`config.mk`:
```
export PLATFORM = sky130hd
export DESIGN_NAME = usbfs_tx_arbiter
export DESIGN_NICKNAME = d
export VERILOG_FILES = /design/src/rtl/usbfs_tx_arbiter.sv
export SDC_FILE = /design/constraint.sdc
export NUM_CORES = 1
export LEC_CHECK = 0
export CAP_MARGIN = 40
export CORE_MARGIN = 2
export CORE_UTILIZATION = 40
export CTS_BUF_LIST = sky130_fd_sc_hd__clkbuf_8
export CTS_CLUSTER_SIZE = 40
export DETAILED_ROUTE_END_ITERATION = 6
export GPL_TIMING_DRIVEN = 0
export PLACE_DENSITY_LB_ADDON = 0.08
export SLEW_MARGIN = 10
export SYNTH_ARGS = -nofsm -noshare
export SYNTH_HDL_FRONTEND = slang
export SYNTH_SLANG_ARGS = --single-unit
```
`constraint.sdc`:
```
create_clock -name i_clk -period 3 [get_ports i_clk]
set_clock_uncertainty 0.1 [all_clocks]
set_input_delay 0.3 -clock i_clk [delete_from_list [all_inputs] [get_ports i_clk]]
set_output_delay 0.3 -clock i_clk [all_outputs]
set_load 0.005 [all_outputs]
```
`src/rtl/usbfs_tx_arbiter.sv`:
```
// Round-robin, burst-locked arbiter sharing the USB FS devToHost byte stream among N_REQ byte sources.
// Optional macro USBFS_TXARB_HEADER_EN inserts a {4'hA, grant} header byte ahead of every burst.
module usbfs_tx_arbiter #(
    parameter int unsigned N_REQ     = 4,
    parameter int unsigned MAX_BURST = 8
) (
    input  logic               i_clk,
    input  logic               i_rst_n,
    input  logic [N_REQ-1:0]   i_req_valid,
    input  logic [N_REQ*8-1:0] i_req_data,
    output logic [N_REQ-1:0]   o_req_ready,
    input  logic               i_devToHost_ready,
    output logic               o_devToHost_valid,
    output logic [7:0]         o_devToHost_data,
    output logic [N_REQ-1:0]   o_grant,
    output logic               o_busy
);
    localparam int unsigned IDX_W = $clog2(N_REQ);
    localparam int unsigned CNT_W = $clog2(MAX_BURST + 1);

`ifdef USBFS_TXARB_HEADER_EN
    typedef enum logic [1:0] {IDLE = 2'd0, HDR = 2'd1, BURST = 2'd2} state_t;
    localparam state_t GRANT_ST = HDR;
`else
    typedef enum logic [1:0] {IDLE = 2'd0, BURST = 2'd2} state_t;
    localparam state_t GRANT_ST = BURST;
`endif

    state_t           state, stateNext;
    logic [IDX_W-1:0] grantIdx, grantNext;
    logic [IDX_W-1:0] lastIdx, lastNext;
    logic [IDX_W-1:0] selIdx;
    logic [CNT_W-1:0] burstCnt, cntNext;

    // First requesting lane after the last winner; descending scan lets the nearest one win.
    always_comb begin
        selIdx = lastIdx;
        for (int i = N_REQ; i >= 1; i--) begin
            if (i_req_valid[IDX_W'((int'(lastIdx) + i) % N_REQ)]) begin
                selIdx = IDX_W'((int'(lastIdx) + i) % N_REQ);
            end
        end
    end

    always_ff @(posedge i_clk or negedge i_rst_n) begin
        if (!i_rst_n) begin
            state    <= IDLE;
            grantIdx <= '0;
            lastIdx  <= IDX_W'(N_REQ - 1);
            burstCnt <= '0;
        end else begin
            state    <= stateNext;
            grantIdx <= grantNext;
            lastIdx  <= lastNext;
            burstCnt <= cntNext;
        end
    end

    always_comb begin
        stateNext         = state;
        grantNext         = grantIdx;
        lastNext          = lastIdx;
        cntNext           = burstCnt;
        o_devToHost_valid = 1'b0;
        o_devToHost_data  = 8'h00;
        o_req_ready       = '0;
        o_busy            = (state != IDLE);
        o_grant           = (state != IDLE) ? (N_REQ'(1) << grantIdx) : '0;

        case (state)
            IDLE: begin
                if (|i_req_valid) begin
                    grantNext = selIdx;
                    lastNext  = selIdx;
                    cntNext   = '0;
                    stateNext = GRANT_ST;
                end
            end
`ifdef USBFS_TXARB_HEADER_EN
            HDR: begin
                o_devToHost_valid = 1'b1;
                o_devToHost_data  = {4'hA, 4'(grantIdx)};
                if (i_devToHost_ready) begin
                    stateNext = BURST;
                end
            end
`endif
            BURST: begin
                o_devToHost_valid     = i_req_valid[grantIdx];
                o_devToHost_data      = i_req_data[{grantIdx, 3'b000} +: 8];
                o_req_ready[grantIdx] = i_devToHost_ready;
                // A drained lane ends the burst without moving a byte.
                if (!i_req_valid[grantIdx]) begin
                    stateNext = IDLE;
                    cntNext   = '0;
                end else if (i_devToHost_ready) begin
                    if (burstCnt == CNT_W'(MAX_BURST - 1)) begin
                        stateNext = IDLE;
                        cntNext   = '0;
                    end else begin
                        cntNext = burstCnt + CNT_W'(1);
                    end
                end
            end
            default: begin
                stateNext = IDLE;
            end
        endcase
    end

`ifndef SYNTHESIS
    a_grantOnehot: assert property (@(posedge i_clk) disable iff (!i_rst_n) $onehot0(o_grant));
    a_readyUnderGrant: assert property (@(posedge i_clk) disable iff (!i_rst_n)
        $onehot0(o_req_ready) && ((o_req_ready & ~o_grant) == '0));
    a_validImpliesBusy: assert property (@(posedge i_clk) disable iff (!i_rst_n)
        !o_devToHost_valid || o_busy);
`endif

endmodule

```
# Word level (Yosys, flattened, before mapping)

Cells that the tools add are included.

Add/sub/neg operators: 5
$lt $le $gt $ge: 6
Eq/ne operators: 5
Shift-type cells: 2
Muxes and demuxes: 30
Bitwise operators: 1
Reductions and logical operators: 8

Operator list:

| operator                                                                     | count |
|---|---|
| 32-bit by 6-bit indexed part select with 8-bit output                        | 1 |
| 4-bit two-way mux                                                            | 6 |
| 2-bit two-way mux                                                            | 8 |
| 2-bit by 3-bit less-than comparator with 1-bit output, second input constant | 5 |
| 1-bit binary-select mux with 2-bit select                                    | 5 |
| 8-bit two-way mux                                                            | 1 |
| 4-bit case mux with 2 select lines                                           | 1 |
| 1-bit two-way mux                                                            | 7 |
| 3-bit inequality test, second input constant                                 | 2 |
| 3-bit AND reduction                                                          | 2 |
| 2-bit by 1-bit adder with 2-bit output, second input constant                | 2 |
| 2-bit adder, second input constant                                           | 2 |
| 4-bit by 1-bit adder with 4-bit output, second input constant                | 1 |
| 4-bit bitwise AND                                                            | 1 |
| 4-bit by 3-bit equality test with 1-bit output, second input constant        | 1 |
| 2-bit case mux with 2 select lines                                           | 1 |
| 2-bit nonzero test                                                           | 2 |
| 4-bit OR reduction                                                           | 1 |
| 1-bit by 2-bit << shifter with 4-bit output, first input constant            | 1 |
| 1-bit demux with 2-bit select                                                | 1 |
| 2-bit equality test, second input constant                                   | 1 |
| 2-bit by 1-bit >= comparator with 1-bit output, second input constant        | 1 |
| 2-bit zero test                                                              | 1 |
| 2-bit inequality test, second input constant                                 | 1 |
| 2 further kinds                                                              | 2 |

Register bits: 10
Output and inout bits: 18
Word-level logic and storage cells: 61

# Longest topological paths before layout

Gate-level depths: netlist (run 1).

Depth after elaboration: 7
Gate-level depth with buffers: 5
Mapped depth without buffers: 5

# Worst setup path after synthesis (run 1)

Ideal clock, no wire load.

Path type: register to output
From: reg grantIdx[0]
To: out o_devToHost_data[0]
Data arrival time: 1.277 ns
Slack: 1.323 ns
Cell stages (with the launch flop): 4
Cell sequence: dfrtp_1 -> buf_4 -> mux4_2 -> and2_1

Cells in the longest elaborated chain, start to end: 2

Ends and longest elaborated chain:

| what                                                  | RTL line | text |
|---|---|---|
| start, declared                                       | 30       | `logic [IDX_W-1:0] grantIdx, grantNext;` |
| start signal, assigned                                | 53       | `grantIdx <= grantNext;` |
| 32-bit by 6-bit indexed part select with 8-bit output | 90       | `o_devToHost_data = i_req_data[{grantIdx, 3'b000} +: 8];` |
| 8-bit two-way mux                                     | 70       | `case (state)` |
| end, declared                                         | 14       | `output logic [7:0] o_devToHost_data,` |

Every way passes these cells.

# Worst setup path after layout (run 1)

From: reg grantIdx[0]
To: out o_devToHost_data[4]

The elaborated chain is that of the path after synthesis.

==> flow_metrics.env, run 1 <==
export IMPL_status="completed"
export IMPL_dr_pass1_iters=4
export IMPL_critPathLaunchType="register"
export IMPL_syn_nets=135
export IMPL_dpl_cell_area_um2=1480
export IMPL_fill_cells=181
export IMPL_drtAntennaViolNets=0
export IMPL_drtIter0Drc=8
export IMPL_endpoint_kind="output pin"
export IMPL_rsz0062_at_grt="false"
export IMPL_period_minus_slack_ns=2.47
export IMPL_wl_met2_um=1360
export IMPL_crit_chain="buf_4 > mux4_2 > and2_1 > clkdlybuf4s50_1"
export IMPL_path_delay_family="buffers and inverters"
export IMPL_async_flop_share_pct=100
export IMPL_register_area_um2=228
export IMPL_irDropWorstVdd_uv=652
export IMPL_path_clk_slew_ns=0.05
export IMPL_syn_to_final_growth_pct=70.8
export IMPL_synth_largest_area_cell="mux4_2"
export IMPL_htree_levels=1
export IMPL_crit_fanout=10
export IMPL_cts_resized=0
export IMPL_met3_length_um=307
export IMPL_worstSkewPairLatency_ns=0.24
export IMPL_vias=972
export IMPL_die_area_um2=2620
export IMPL_track_usage_pct=21.2
export IMPL_num_rows=17
export IMPL_p_clk_share_pct=11.9
export IMPL_ys_warn_count=0
export IMPL_maxCapViolCount=0
export IMPL_overflow=0
export IMPL_cts_buffers_inserted=3
export IMPL_pwr_share_seq_pct=19.3
export IMPL_grt_pass1_vias=973
export IMPL_ys_types=36
export IMPL_power_uw=1190
export IMPL_multi_input_area_um2=594
export IMPL_combPwrFrac_pct=68.8
export IMPL_drc_errors=0
export IMPL_synth_top_cell_area_share_pct=20.2
export IMPL_cts_hold_buf=0
export IMPL_via_per_inst=5.34
export IMPL_finalMaxSlewViolations=0
export IMPL_worstHoldPathType="input pin to async pin"
export IMPL_worst_ep_required_time_ns=2.60
export IMPL_ys_seq_area_share_pct=25.5
export IMPL_fin_nets=195
export IMPL_ios=57
export IMPL_die_y_um=51.2
export IMPL_power_density_nw_per_um2=783
export IMPL_clock_tree_root_cell="clkbuf_8"
export IMPL_p_int_uw=765
export IMPL_layout_drive_gt1_share_pct=15.6
export IMPL_core_area_um2=2170
export IMPL_synth_cell_area_um2=892
export IMPL_critPathSlowestCell="mux4_2"
export IMPL_cts_tree="done"
export IMPL_fin_crit_sh_pct=82.2
export IMPL_cts_buffer_depth=2
export IMPL_hold_viol=0
export IMPL_drt_wirelength_per_cell_um=14.9
export IMPL_syn_inst=95
export IMPL_ys_top_cells_by_area="mux4_2 20%, dfrtp_1 20%, dfstp_2 5.9%"
export IMPL_synth_edf_count=0
export IMPL_finalInstanceArea_um2=1520
export IMPL_p_leak_uw=0.000610
export IMPL_crit_type="register to output pin"
export IMPL_crit_buf_inv=2
export IMPL_ys_flop_type="dfrtp_1"
export IMPL_setup_violations_final=0
export IMPL_antenna_found_initial=0
export IMPL_die_w_um=51.2
export IMPL_cts_num_sinks=9
export IMPL_cp_slowest_stage_delay_ns=0.53
export IMPL_timing_critical_path_arrival_ns=2.07
export IMPL_setup_tns_final_ns=0
export IMPL_tightest_slew_ns=0.416
export IMPL_max_slew_margin_pct=72.0
export IMPL_fmax_mhz=405
export IMPL_gp_congestion=0.798
export IMPL_swShare_pct=35.9
export IMPL_antenna_cells=0
export IMPL_grt_max_degree=11
export IMPL_top_layer="met4"
export IMPL_postCtsSetupBuffers=0
export IMPL_io_buffer_count=55
export IMPL_ys_ff_latch=9
export IMPL_avgSynthCellArea_um2=9.39
export IMPL_wl_met1_um=1010
export IMPL_post_dp_hpwl_um=2160
export IMPL_grt_first_pass_wirelength_um=4150
export IMPL_initial_core_util_pct=41.1
export IMPL_p_sw_uw=429
export IMPL_wl_um=2710
power by group through the flow:
stage	sequential (µW)	combinational [µW]	clock (µW)
global route	238	888	148
global placement	229	800	0
CTS	230	833	144
detailed placement	232	826	0
floorplan	218	484	0
finish	231	821	142
cell type report:
class,count,share of cell area (%)
clock buffers,3,2.71
plain buffers,6,3.37
flip-flops and latches,9,14.9
repair buffers,55,36.1
multi-input cells,75,39.0
inverters,5,1.23
clock inverters,1,0.328
well taps,28,2.30
cell usage after synthesis, types with 2 or more instances:
master    count
a21o_1        3
nand4_1       2
clkbuf_1      2
and2_1        8
mux2i_1       2
dfstp_2       2
o21ai_1       4
a21oi_1       5
nand2_1       6
nand3_1       3
nor2_1       11
buf_6         2
nand2b_1      2
nor3_1        3
inv_1         5
mux4_2        8
dfrtp_1       7
o21ai_0       2
cells in the final DEF (no fill, tap or decap), types with 2 or more instances in the layout:
cell             instances
clkdlybuf4s50_1         55
nand4_1                  2
o21ai_0                  2
buf_6                    2
nand2_1                  6
dfrtp_1                  7
mux2i_1                  2
nor2_1                  11
and2_1                   8
mux4_2                   8
dfstp_2                  2
a21oi_1                  5
a21o_1                   3
o21ai_1                  4
clkbuf_1                 2
clkbuf_8                 4
nand2b_1                 2
nand3_1                  3
inv_1                    5
nor3_1                   3
registers in the layout, summed over array words and instances (netlist names):
signal and count:
grantIdx 2, state 1, lastIdx 2, burstCnt 4
per-stage QoR:
step                      hold WS (ns)  cells  setup slack, ns  utilization [%]
final                            0.264    182            0.533             70.2
after global routing             0.310    182            0.411             70.2
after CTS                        0.272    182            0.497             70.2
after detailed placement         0.413    178            0.663             68.1
after global placement           0.399    178            0.678             68.1
after floorplan                -0.0956     95             1.32                -
kinds of logic after synthesis:
family	Yosys count	share of synthesized area (%)
buffers and inverters	11	7.85
adders and majority gates	1	1.40
DFF	9	25.5
AOI/OAI and AO/OA	20	14.7
muxes	10	22.4
and+or+nand+nor	44	28.1
routing by layer:
metal	global-route usage [%]	vias up
met5	0	-
met4	8.33	0
met3	5.85	6
met2	39.8	46
met1	22.0	454
li1	-	466
worst paths after layout:
| kind | startpoint | endpoint | slack (ns) | cells past startpoint |
|---|---|---|---|---|
| min in group i_clk | i_devToHost_ready | burstCnt[0]$_DFFE_PN0P_ | 0.37 | 3 |
| max in group asynchronous | i_rst_n | lastIdx[1]$_DFFE_PN1P_ | 2.21 | 1 |
| hold reg to reg | burstCnt[3]$_DFFE_PN0P_ | burstCnt[3]$_DFFE_PN0P_ | 0.42 | 1 |
| hold / removal | i_rst_n | burstCnt[3]$_DFFE_PN0P_ | 0.26 | 1 |
| setup / recovery | grantIdx[0]$_DFFE_PN0P_ | o_devToHost_data[4] | 0.53 | 4 |
| setup reg to reg | grantIdx[1]$_DFFE_PN0P_ | burstCnt[3]$_DFFE_PN0P_ | 1.54 | 5 |
No activity file was read; power rests on OpenSTA's default activity.
==> run 2, diff against run 1 <==
--- a/config.mk
+++ b/config.mk
@@ -7,7 +7,7 @@
 export LEC_CHECK = 0
 export CAP_MARGIN = 40
 export CORE_MARGIN = 2
-export CORE_UTILIZATION = 40
+export CORE_UTILIZATION = 37
 export CTS_BUF_LIST = sky130_fd_sc_hd__clkbuf_8
 export CTS_CLUSTER_SIZE = 40
 export DETAILED_ROUTE_END_ITERATION = 6
==> constraint.sdc (replaced) <==
create_clock -name i_clk -period 2.35 [get_ports i_clk]
set_clock_uncertainty 0.1 [all_clocks]
set_input_delay 0.235 -clock i_clk [delete_from_list [all_inputs] [get_ports i_clk]]
set_output_delay 0.235 -clock i_clk [all_outputs]
set_load 0.005 [all_outputs]
==> run 2 against run 1 <==
Die area up 7.5%. Wire length down 0.30%. Cell count up 0.55%. Critical path depth unchanged. Register-to-register slack worse by 0.67 ns. Via count down 3.0%. Hold slack worse by 0.067 ns. Setup slack worse by 0.42 ns. Sequential share of layout area about the same. Power up 29%. Critical endpoint unchanged.
==> flow_metrics.env, run 2 (synthesis results as in run 1) <==
export IMPL_status="completed"
export IMPL_setup_violations_final=0
export IMPL_finalMaxSlewViolations=0
export IMPL_power_uw=1530
export IMPL_grt_first_pass_wirelength_um=4200
export IMPL_layout_drive_gt1_share_pct=16.8
export IMPL_antenna_cells=0
export IMPL_via_per_inst=5.15
export IMPL_syn_to_final_growth_pct=72.2
export IMPL_setup_tns_final_ns=0
export IMPL_drt_wirelength_per_cell_um=14.8
export IMPL_layout_common_cells="55 x clkdlybuf4s50_1, 11 x nor2_1, 8 x mux4_2, 8 x and2_1"
export IMPL_pwr_share_seq_pct=19.0
export IMPL_num_rows=17
export IMPL_grt_max_degree=11
export IMPL_initial_core_util_pct=39.6
export IMPL_combPwrFrac_pct=69.4
export IMPL_fin_nets=196
export IMPL_register_area_um2=229
export IMPL_p_sw_uw=539
export IMPL_critPathLaunchType="register"
export IMPL_power_density_nw_per_um2=998
export IMPL_max_slew_margin_pct=71.3
export IMPL_antenna_found_initial=0
export IMPL_crit_fanout=10
export IMPL_swShare_pct=35.2
export IMPL_stdcell_count=183
export IMPL_pre_cts_ws_ns=0.155
export IMPL_core_area_um2=2250
export IMPL_worst_slack_ns=0.115
export IMPL_vias=943
export IMPL_drtIter0Drc=6
export IMPL_layout_commonest_cell="clkdlybuf4s50_1"
export IMPL_dpl_cell_area_um2=1480
export IMPL_p_clk_share_pct=11.6
export IMPL_die_area_um2=2820
export IMPL_io_buffer_count=55
export IMPL_track_usage_pct=20.6
export IMPL_drtAntennaViolNets=0
export IMPL_maxCapViolCount=0
export IMPL_drc_errors=0
export IMPL_die_w_um=53.1
export IMPL_tightest_slew_ns=0.427
export IMPL_timing_critical_path_arrival_ns=1.90
export IMPL_dr_pass1_iters=4
export IMPL_die_y_um=53.1
export IMPL_largest_register="burstCnt"
export IMPL_largest_register_ffs=4
export IMPL_multi_input_area_um2=594
export IMPL_cts_buffer_depth=2
export IMPL_finalInstanceArea_um2=1540
export IMPL_reg_largest_list="burstCnt: 4 flops, grantIdx: 2 flops, lastIdx: 2 flops"
export IMPL_worst_ep_required_time_ns=2.02
export IMPL_hold_viol=0
export IMPL_fmax_mhz=447
export IMPL_ios=57
export IMPL_p_leak_uw=0.000616
export IMPL_worstHoldPathType="input pin to async pin"
export IMPL_post_dp_hpwl_um=2200
export IMPL_dp_cells=178
export IMPL_cts_buffers_inserted=3
export IMPL_cts_num_sinks=9
export IMPL_fill_cells=207
export IMPL_overflow=0
export IMPL_period_minus_slack_ns=2.24
export IMPL_clock_tree_root_cell="clkbuf_8"
export IMPL_worstSkewPairLatency_ns=0.23
export IMPL_fin_crit_sh_pct=95.1
export IMPL_wl_um=2700
export IMPL_grt_pass1_vias=940
export IMPL_irDropWorstVdd_uv=851
export IMPL_htree_levels=1
export IMPL_rsz0062_at_grt="false"
export IMPL_gp_congestion=0.818
export IMPL_p_int_uw=995
export IMPL_endpoint_kind="output pin"
export IMPL_crit_type="register to output pin"
export IMPL_path_clk_slew_ns=0.05
export IMPL_cts_tree="done"
## run 2: cell count changes in the layout (fill, tap and decap cells not counted)
| cell | previous run | this run |
|---|---|---|
| dfrtp_1 | 7 | 6 |
| dfrtp_2 | 0 | 1 |
| buf_6 | 2 | 3 |
## run 2: repair_timing
action | CTS | global route
hold buffers | 0 | 0
setup endpoints to repair | 6 | 5
cloned | 0 | 0
resized for setup | 2 | 0
setup buffers | 0 | 1
## run 2: layout make-up
type	count	area share (%)
multi-input cells	75	38.7
repair buffers	56	36.3
flip-flops and latches	9	14.9
plain buffers	6	3.58
clock buffers	3	2.69
well taps	28	2.28
inverters	5	1.22
clock inverters	1	0.326
## run 2: power by group through the flow
stage	sequential (µW)	clock (µW)	combinational, µW
after floorplan	279	0	618
after global placement	292	0	1020
after detailed placement	297	0	1050
after CTS	299	180	1050
after global routing	304	188	1170
final	292	178	1060
## run 2: metal layers
layer / part of all wire, % / vias up / GRT usage, %
met5: 0 / - / 0
met4: 0.30 / 0 / 3.85
met3: 15 / 2 / 7.63
met2: 45 / 44 / 38.5
met1: 40 / 431 / 21.9
li1: - / 466 / -
## run 2: worst max-delay path: stages, from the launching register on
cell and delay, ns:
dfrtp_2 0.38, buf_6 0.16, mux4_2 0.51, and2_1 0.18, clkdlybuf4s50_1 0.44
## run 2: path summary, 6_finish.rpt
| path | start | end | slack, ns | cells past startpoint |
|---|---|---|---|---|
| worst max-delay path | grantIdx[0]$_DFFE_PN0P_ | o_devToHost_data[4] | 0.11 | 4 |
| worst min-delay path | i_rst_n | state[1]$_DFFE_PN0P_ | 0.20 | 1 |
| worst max register to register | grantIdx[1]$_DFFE_PN0P_ | burstCnt[3]$_DFFE_PN0P_ | 0.87 | 5 |
| worst min register to register | lastIdx[0]$_DFFE_PN1P_ | lastIdx[0]$_DFFE_PN1P_ | 0.41 | 2 |
| max in group asynchronous | i_rst_n | lastIdx[0]$_DFFE_PN1P_ | 1.64 | 1 |
| min in group i_clk | i_devToHost_ready | burstCnt[0]$_DFFE_PN0P_ | 0.30 | 3 |
## run 2: metrics by stage
stage | utilization [%] | hold WS (ns)
after global routing | 68.1 | 0.226
after global placement | 65.5 | 0.402
after CTS | 67.8 | 0.215
after detailed placement | 65.5 | 0.400
after floorplan | - | -0.161
final | 68.1 | 0.198
==> run 3, diff against run 2 <==
--- a/config.mk
+++ b/config.mk
@@ -11,6 +11,7 @@
 export CTS_BUF_LIST = sky130_fd_sc_hd__clkbuf_8
 export CTS_CLUSTER_SIZE = 40
 export DETAILED_ROUTE_END_ITERATION = 6
+export GPL_ROUTABILITY_DRIVEN = 0
 export GPL_TIMING_DRIVEN = 0
 export PLACE_DENSITY_LB_ADDON = 0.08
 export SLEW_MARGIN = 10
==> results of run 3 <==
Final layout, timing and power as in run 2 (identical DEF).
